File: config.mk
export PLATFORM = sky130hd
export DESIGN_NAME = mat_stream_mac
export DESIGN_NICKNAME = d
export VERILOG_FILES = /design/src/rtl/mat_stream_mac.sv
export SDC_FILE = /design/constraint.sdc
export NUM_CORES = 1
export LEC_CHECK = 0
export ABC_AREA = 1
export CORE_MARGIN = 2
export CORE_UTILIZATION = 45
export DETAILED_ROUTE_END_ITERATION = 12
export PLACE_DENSITY = 0.64
export SLEW_MARGIN = 30
export SYNTH_ARGS = -nofsm -noshare
export SYNTH_HDL_FRONTEND = slang
export SYNTH_SLANG_ARGS = --single-unit
File: constraint.sdc
create_clock -name axis_clk -period 10.5 [get_ports axis_clk]
set_clock_uncertainty 0.15 [all_clocks]
set_input_delay 3.15 -clock axis_clk [delete_from_list [all_inputs] [get_ports axis_clk]]
set_output_delay 3.15 -clock axis_clk [all_outputs]
set_load 0.005 [all_outputs]
File: src/rtl/mat_stream_mac.sv
// rtl/mat_stream_mac.sv - streaming square matrix multiply C = A x B with one MAC
//
// Purpose: accepts A then B (row-major) on one input stream, buffers both,
// computes each C element with a single multiply-accumulate and emits C
// row-major on the output stream, last on C[dim-1][dim-1].
//
// Ports:
//   axis_clk, axis_rst      clock, synchronous active-high reset
//   clk_en                  state advances only when high
//   cfg_dim, cfg_sat        dimension and saturate/wrap mode, latched at frame start
//   s_axis_*                input element stream (data/valid/last/ready)
//   m_axis_*                result element stream (data/valid/last/ready)
//   o_cfg_err               sticky: latched dimension was 0 or above N_MAX
//   o_frame_err             sticky: input last misplaced or missing
module mat_stream_mac #(
    parameter int DATA_W = 8,
    parameter int N_MAX  = 4,
    parameter int OUT_W  = 16,
    parameter int ACC_W  = 2 * DATA_W + $clog2(N_MAX) + 1
) (
    input  logic                     axis_clk,
    input  logic                     axis_rst,
    input  logic                     clk_en,
    input  logic [$clog2(N_MAX):0]   cfg_dim,
    input  logic                     cfg_sat,
    input  logic [DATA_W-1:0]        s_axis_data,
    input  logic                     s_axis_valid,
    input  logic                     s_axis_last,
    output logic                     s_axis_ready,
    output logic [OUT_W-1:0]         m_axis_data,
    output logic                     m_axis_valid,
    output logic                     m_axis_last,
    input  logic                     m_axis_ready,
    output logic                     o_cfg_err,
    output logic                     o_frame_err
);

    localparam int DIM_W = $clog2(N_MAX) + 1;
    localparam int IDX_W = $clog2(N_MAX * N_MAX);
    localparam int MUL_W = 2 * DIM_W;

    typedef enum logic [1:0] {S_LOAD_A, S_LOAD_B, S_MAC, S_OUT} state_t;

    state_t              state;
    logic [DIM_W-1:0]    dim;
    logic                sat;
    logic                dim_bad;
    logic [MUL_W-1:0]    idx;
    logic [DIM_W-1:0]    row;
    logic [DIM_W-1:0]    col;
    logic [DIM_W-1:0]    k;
    logic [ACC_W-1:0]    acc;

    logic [DATA_W-1:0]   a_buf [N_MAX*N_MAX];
    logic [DATA_W-1:0]   b_buf [N_MAX*N_MAX];

    logic                in_xfer;
    logic                cfg_bad;
    logic [MUL_W-1:0]    area_m1;
    logic [IDX_W-1:0]    a_addr;
    logic [IDX_W-1:0]    b_addr;
    logic [2*DATA_W-1:0] prod;
    logic [ACC_W-1:0]    acc_next;
    logic [OUT_W-1:0]    out_val;

    assign in_xfer = s_axis_valid && s_axis_ready && clk_en;
    assign cfg_bad = (cfg_dim == '0) || (cfg_dim > DIM_W'(N_MAX));
    assign area_m1 = MUL_W'(dim) * MUL_W'(dim) - MUL_W'(1);

    // A[row][k] and B[k][col] in row-major buffers of the latched dimension.
    assign a_addr = IDX_W'(MUL_W'(row) * MUL_W'(dim) + MUL_W'(k));
    assign b_addr = IDX_W'(MUL_W'(k) * MUL_W'(dim) + MUL_W'(col));
    assign prod     = a_buf[a_addr] * b_buf[b_addr];
    assign acc_next = acc + ACC_W'(prod);

    // Saturation clamps only the presented value; the accumulator never overflows.
    assign out_val = (sat && (|acc_next[ACC_W-1:OUT_W])) ? '1 : acc_next[OUT_W-1:0];

    always_ff @(posedge axis_clk) begin
        if (in_xfer && state == S_LOAD_A) a_buf[idx[IDX_W-1:0]] <= s_axis_data;
        if (in_xfer && state == S_LOAD_B) b_buf[idx[IDX_W-1:0]] <= s_axis_data;
    end

    always_ff @(posedge axis_clk) begin
        if (axis_rst) begin
            state        <= S_LOAD_A;
            idx          <= '0;
            row          <= '0;
            col          <= '0;
            k            <= '0;
            acc          <= '0;
            s_axis_ready <= 1'b1;
            m_axis_valid <= 1'b0;
            m_axis_last  <= 1'b0;
            m_axis_data  <= '0;
            o_cfg_err    <= 1'b0;
            o_frame_err  <= 1'b0;
            // Reset is itself a frame start; the error flag follows one enabled cycle later.
            dim          <= cfg_bad ? DIM_W'(N_MAX) : cfg_dim;
            sat          <= cfg_sat;
            dim_bad      <= cfg_bad;
        end else if (clk_en) begin
            if (dim_bad) o_cfg_err <= 1'b1;
            case (state)
                S_LOAD_A: begin
                    if (in_xfer) begin
                        if (s_axis_last) o_frame_err <= 1'b1;
                        if (idx == area_m1) begin
                            idx   <= '0;
                            state <= S_LOAD_B;
                        end else begin
                            idx <= idx + MUL_W'(1);
                        end
                    end
                end
                S_LOAD_B: begin
                    if (in_xfer) begin
                        if (idx == area_m1) begin
                            if (!s_axis_last) o_frame_err <= 1'b1;
                            idx          <= '0;
                            row          <= '0;
                            col          <= '0;
                            k            <= '0;
                            acc          <= '0;
                            s_axis_ready <= 1'b0;
                            state        <= S_MAC;
                        end else begin
                            if (s_axis_last) o_frame_err <= 1'b1;
                            idx <= idx + MUL_W'(1);
                        end
                    end
                end
                S_MAC: begin
                    acc <= acc_next;
                    if (k == dim - DIM_W'(1)) begin
                        m_axis_data  <= out_val;
                        m_axis_last  <= (row == dim - DIM_W'(1)) && (col == dim - DIM_W'(1));
                        m_axis_valid <= 1'b1;
                        state        <= S_OUT;
                    end else begin
                        k <= k + DIM_W'(1);
                    end
                end
                S_OUT: begin
                    if (m_axis_ready) begin
                        m_axis_valid <= 1'b0;
                        acc          <= '0;
                        k            <= '0;
                        if (m_axis_last) begin
                            row          <= '0;
                            col          <= '0;
                            s_axis_ready <= 1'b1;
                            dim          <= cfg_bad ? DIM_W'(N_MAX) : cfg_dim;
                            sat          <= cfg_sat;
                            dim_bad      <= cfg_bad;
                            state        <= S_LOAD_A;
                        end else if (col == dim - DIM_W'(1)) begin
                            col   <= '0;
                            row   <= row + DIM_W'(1);
                            state <= S_MAC;
                        end else begin
                            col   <= col + DIM_W'(1);
                            state <= S_MAC;
                        end
                    end
                end
                default: state <= S_LOAD_A;
            endcase
        end
    end

endmodule

=== Word-level counts from Yosys, hierarchy flattened ===
Memories as Yosys holds them, arrays and structs flattened.
Index checks and enable logic that the tools add are counted.

* Bits in registers: 62
* Memory bits (writable): 256
* Bits of input ports: 18
* Output and inout bits: 21
* Word-level logic and storage cells: 140
* Memories: 2

* Add/sub/neg operators: 9
* Multipliers: 4
* Magnitude comparators: 1
* Equal/unequal tests: 17
* Muxes and demuxes: 61
* Reduce and logical (&&, ||, !) cells: 31

{| class="wikitable"
|+ Memories
! memory !! depth !! width !! rd ports !! clocked after Yosys merged registers in !! write ports !! line !! RTL
|-
| a_buf || 16 || 8 || 1 || 0 || 1 || 54 || <nowiki>logic [DATA_W-1:0] a_buf [N_MAX*N_MAX];</nowiki>
|-
| b_buf || 16 || 8 || 1 || 0 || 1 || 55 || <nowiki>logic [DATA_W-1:0] b_buf [N_MAX*N_MAX];</nowiki>
|}

{| class="wikitable"
|+ Operators by type and width
! operator !! number
|-
| 19-bit 2-to-1 mux || 3
|-
| 19-bit case mux with 3 select lines || 1
|-
| 3-bit 2-to-1 mux || 16
|-
| 1-bit 2-to-1 mux || 25
|-
| 19-bit by 16-bit adder with 19-bit output || 1
|-
| 6-bit AND reduction || 3
|-
| 8-bit by 8-bit multiplier with 16-bit output || 1
|-
| 16-bit 2-to-1 mux || 1
|-
| 5-bit AND reduction || 3
|-
| 2-bit 2-to-1 mux || 7
|-
| 2-bit nonzero test || 7
|-
| 2-bit != test, second input constant || 6
|-
| 3-bit case mux with 2 select lines || 2
|-
| 3-bit by 1-bit adder with 3-bit output, second input constant || 3
|-
| 3-bit == test || 3
|-
| 3-bit case mux with 3 select lines || 1
|-
| 4-bit by 3-bit adder with 4-bit output || 2
|-
| 3-bit by 3-bit multiplier with 4-bit output || 2
|-
| 2-bit case mux with 4 select lines || 1
|-
| 4-bit AND reduction || 2
|-
| 7-bit AND reduction || 1
|-
| 6-bit by 1-bit adder with 6-bit output, second input constant || 1
|-
| 6-bit == test || 1
|-
| 1-bit logical AND || 6
|-
| 18 further kinds || 24
|}

=== Logic depth before layout (Yosys ltp) ===
* Word-level depth: 8
* Depth in mapped cells: 38
* Mapped depth without buffers: 34

=== Worst setup path after synthesis ===
No wires, ideal clock.

* Path kind: flip-flop to flip-flop
* Start: register dim[0]
* End: register m_axis_data[0]
* Setup time: 0.122 ns
* Arrival: 6.711 ns
* Data required time: 10.228 ns
* Setup slack: 3.518 ns
* Cell stages (with the launch flop): 33
* Path buffers: 3
* Clock period less this slack: 6.982 ns
* Cells stage by stage: edfxtp_1 buf_6 nand2_1 fa_1 inv_1 fa_1 inv_1 fa_1 xnor2_2 xnor2_2 xnor2_4 buf_6 o21ai_1 inv_2 nand2_1 fa_1 inv_1 fa_1 inv_1 fa_1 fa_1 inv_1 ha_1 or2_1 nand3_1 nand2_1 nand2_1 nand3b_1 nand2_1 nand3_1 nand2_1 buf_2 a21oi_1

* Longest elaborated chain between the ends: 8
* Elaborated cells on any way between the ends: 14
* Those cells by class: add/sub: 4; mul: 3; eq/ne: 1; mux: 1; reduce/logical: 3; memory: 2

{| class="wikitable"
|+ RTL lines
! element !! line !! RTL
|-
| start, declared || 45 || <nowiki>logic [DIM_W-1:0] dim;</nowiki>
|-
| start signal, assigned || 99 || <nowiki>dim <= cfg_bad ? DIM_W'(N_MAX) : cfg_dim;</nowiki>
|-
| start signal, assigned || 153 || <nowiki>dim <= cfg_bad ? DIM_W'(N_MAX) : cfg_dim;</nowiki>
|-
| 3-bit by 3-bit multiplier with 4-bit output (on tied branches) || 71, 72 ||
|-
| 4-bit by 3-bit adder with 4-bit output (on tied branches) || 71, 72 ||
|-
| memory 16 x 8 bit (on tied branches) || n/a ||
|-
| 8-bit by 8-bit multiplier with 16-bit output || 73 || <nowiki>assign prod = a_buf[a_addr] * b_buf[b_addr];</nowiki>
|-
| 19-bit by 16-bit adder with 19-bit output || 74 || <nowiki>assign acc_next = acc + ACC_W'(prod);</nowiki>
|-
| 3-bit OR reduction || 77 || <nowiki>assign out_val = (sat && (|acc_next[ACC_W-1:OUT_W])) ? '1 : acc_next[OUT_W-1:0];</nowiki>
|-
| 1-bit logical AND || 77 ||
|-
| 16-bit 2-to-1 mux || 77 ||
|-
| end signal, assigned || 136 || <nowiki>m_axis_data <= out_val;</nowiki>
|-
| end, declared || 30 || <nowiki>output logic [OUT_W-1:0] m_axis_data,</nowiki>
|}

Several ways; a longest one is shown, not always the timed one.
A chain may end at the register's enable or synchronous reset.

=== Worst setup path in the final report ===
Ends and elaborated chain as after synthesis.

==> impl_metrics.toml <==
[status]
outcome = "finished, final reports clean"

[timing]
fin_tns_setup_ns = 0
setup_viol = 0
period_share = 0.778
fin_crit_ns = 8.17
hold_violations = 0
fmax_mhz = 122
slew_headroom = 0.376
worstMarginPinSlew_ns = 0.931
drv_slew = 0
finalHoldWorstSlack_ns = 0.308
rsz0062_at_grt = "no"

[critical_path]
r2r_end = "m_axis_data[0]"
reg2reg_depth = 32
crit_type = "register to register"
cp_max_fo = 24
cp_slowest_cell = "fa_2"
reg2reg_slack_ns = 2.33
critPathBufInv = 7
worstSetupStartpointType = "register"
slowest_delay_ns = 0.86
rr_startpoint = "dim[0]"
path_delay_family = "adder cells"
cp.required_ns = 10.73
path_common_cell = "nand2_1"
crit_arrival_ns = 8.40
end_kind = "register"

[layout]
n_antenna_cell = 0
fillers = 3282
areaGrowthSynthToFinish_pct = 11.4
multi_input_area_sq_um = 6730
mostFrequentLayoutCell = "nand2_1"
ff_latch_area_sq_um = 8980
drive_above_1_share = 0.0745
final_cell_mix = "nand2_1 (492), edfxtp_1 (261), inv_1 (203)"
layout.nets = 1884

[global_route]
grt_pass1_wl_mm = 63.9
grt_max_degree = 65
grt_antenna_before_repair = 0
overflow = 0
grtUsageTotal = 0.212
first_global_vias = 11600

[min_path]
min_path_type = "register to register"
hold_depth = 2
min_delay_worst_endpoint = "o_frame_err"
hp-start = "o_frame_err"

[power_and_ir_drop]
pwr-share-comb = 0.228
vdd_ir_drop_max_v = 0.000139
power_density_nw_per_um2 = 179
p_int_mw = 2.31
leakagePower_nw = 7.70
p_clk_frac = 0.360
pwr-share-seq = 0.412
p_sw_frac = 0.309
switchingPower_mw = 1.03

[cts]
cts_htree_levels = 2
clockBufferDepth = 3
cts-hold-fix-buffers = 0
numClockSinks = 318
cts_tree = "yes"
clk_pin_slew_ns = 0.06
clock-root-buffer = "clkbuf_16"
post-cts-setup-buffers = 0
post_cts_resized = 0
worstSkewPairLatency_ns = 0.53
numCtsBuffers = 35

[floorplan]
io_pins = 39
start_util = 0.458
num_rows = 70
die_h_um = 197
dieWidth_um = 197
dieArea_sq_um = 38900
coreArea_sq_um = 36700

[yosys]
synth_async_sr_flop_share = 0
synth_area_leaders = "edfxtp_1 (47%), nand2_1 (11%), dfxtp_1 (6.8%), fa_1 (6.7%), ha_1 (4.8%)"
ys_ff_latch = 318
syn_avg_cell_area_sq_um = 9.77
synth_edf_count = 261
synth-warning-count = 0
synth_fp_nets = 1858
synth_top_family_by_area = "simple AND/OR/NAND/NOR gates"
synth-xor-area-share = 0.0144
synthAdderAreaFrac = 0.114
synth_ff_type = "edfxtp_1"
synth_compound_area_frac = 0.0919
synthesis.area_sq_um = 16800
synth.distinct_cells = 49
synth_cells = 1720
synth.yosys.seq_area_share = 0.534
synthMuxAreaShare = 0
synth_top_area_cell = "edfxtp_1"
yosysTopAreaCellShare = 0.466
synthSimpleGateAreaFrac = 0.177

[drt]
route.detailed.drc = 0
routed_wl_mm = 40.2
vias_per_cell = 5.26
met3_wirelength_mm = 2.16
wl_met2_mm = 18.3
routedLengthMet1_mm = 19.1
postRouteAntennaNets = 0
drtPass1Iterations = 5
post_drt_wl_per_cell_um = 17.9
top_layer = "met4"
drt_iter0_markers = 939
vias = 11800

[placement]
dp.final_hpwl_mm = 27.6
numPortBuffers = 38
place.gp.congestion = 0.898

[run]
maxCapViolCount = 0
## registers in the layout, summed over array words and instances (netlist names), 2 cells and up
name         cells
a_buf          128
dim              3
m_axis_data     16
k                3
b_buf          128
state            2
idx              6
col              3
row              3
acc             19
## routing by layer
metal  track usage  vias to the layer above
li1              -                     5765
met1         0.304                     5676
met2         0.339                      313
met3        0.0343                       39
met4        0.0507                        0
met5             0                        -
## worst max-delay path by stage
stage | startpoint | endpoint | slack (ns) | cells after the start
after floorplan | dim[0] | m_axis_data[0] | 3.52 | 32
after global placement | dim[0] | m_axis_data[15] | 2.11 | 32
after detailed placement | dim[0] | m_axis_data[4] | 1.99 | 32
after CTS | dim[0] | m_axis_data[0] | 1.94 | 32
after global routing | dim[0] | m_axis_data[0] | 1.70 | 32
final | dim[0] | m_axis_data[0] | 2.33 | 32
## area by class of cell
| cell class | count | share of cell area |
|---|---|---|
| Timing Repair Buffer | 54 | 0.0265 |
| Clock buffer | 42 | 0.0493 |
| Inverter | 218 | 0.0440 |
| Clock inverter | 22 | 0.0100 |
| Tap cell | 468 | 0.0313 |
| Sequential cell | 318 | 0.480 |
| Multi-Input combinational cell | 1119 | 0.359 |
## stage by stage
stage | cell area, sq um | worst slack (ns) | power, mW | instances | util
after global placement | 17600 | 2.11 | 2.17 | 2177 | 0.480
after global routing | 18700 | 1.70 | 3.52 | 2241 | 0.510
after CTS | 18700 | 1.94 | 3.37 | 2241 | 0.510
final | 18700 | 2.33 | 3.34 | 2241 | 0.510
after floorplan | 16800 | 3.52 | 1.94 | 1720 | -
after detailed placement | 17600 | 1.99 | 2.16 | 2177 | 0.480
## cells by family (layout without fill, tap and decap cells)
logic type	Yosys count	after routing
simple gates	738	738
flops	318	318
buf+inv	283	336
compound gates	239	239
fa+ha+maj	120	120
xor+xnor	22	22
## worst reg2reg max path: cells and delay by family (launching register included)
kind	cells	cell delay (ns)
fa+ha+maj	8	4.19
simple gates	15	1.79
buf+inv	7	0.89
flops	1	0.65
compound gates	2	0.37
## synthesized netlist by cell type, drive strengths merged (35+ instances only)
master and count:
a21oi 113, a32o 46, buf 35, dfxtp 57, edfxtp 261, fa 56
ha 64, inv 217, nand2 503, nand3 49, nor2 152, o21ai 61
## power groups by stage
stage                     Clock, mW  Sequential, mW  Combinational, mW
after floorplan                   0            1.40              0.536
after global placement            0            1.41              0.762
after detailed placement          0            1.41              0.759
after CTS                      1.22            1.38              0.767
after global routing           1.27            1.38              0.872
final                          1.20            1.38              0.761
Note: power is estimated with default switching activity, not from simulation.
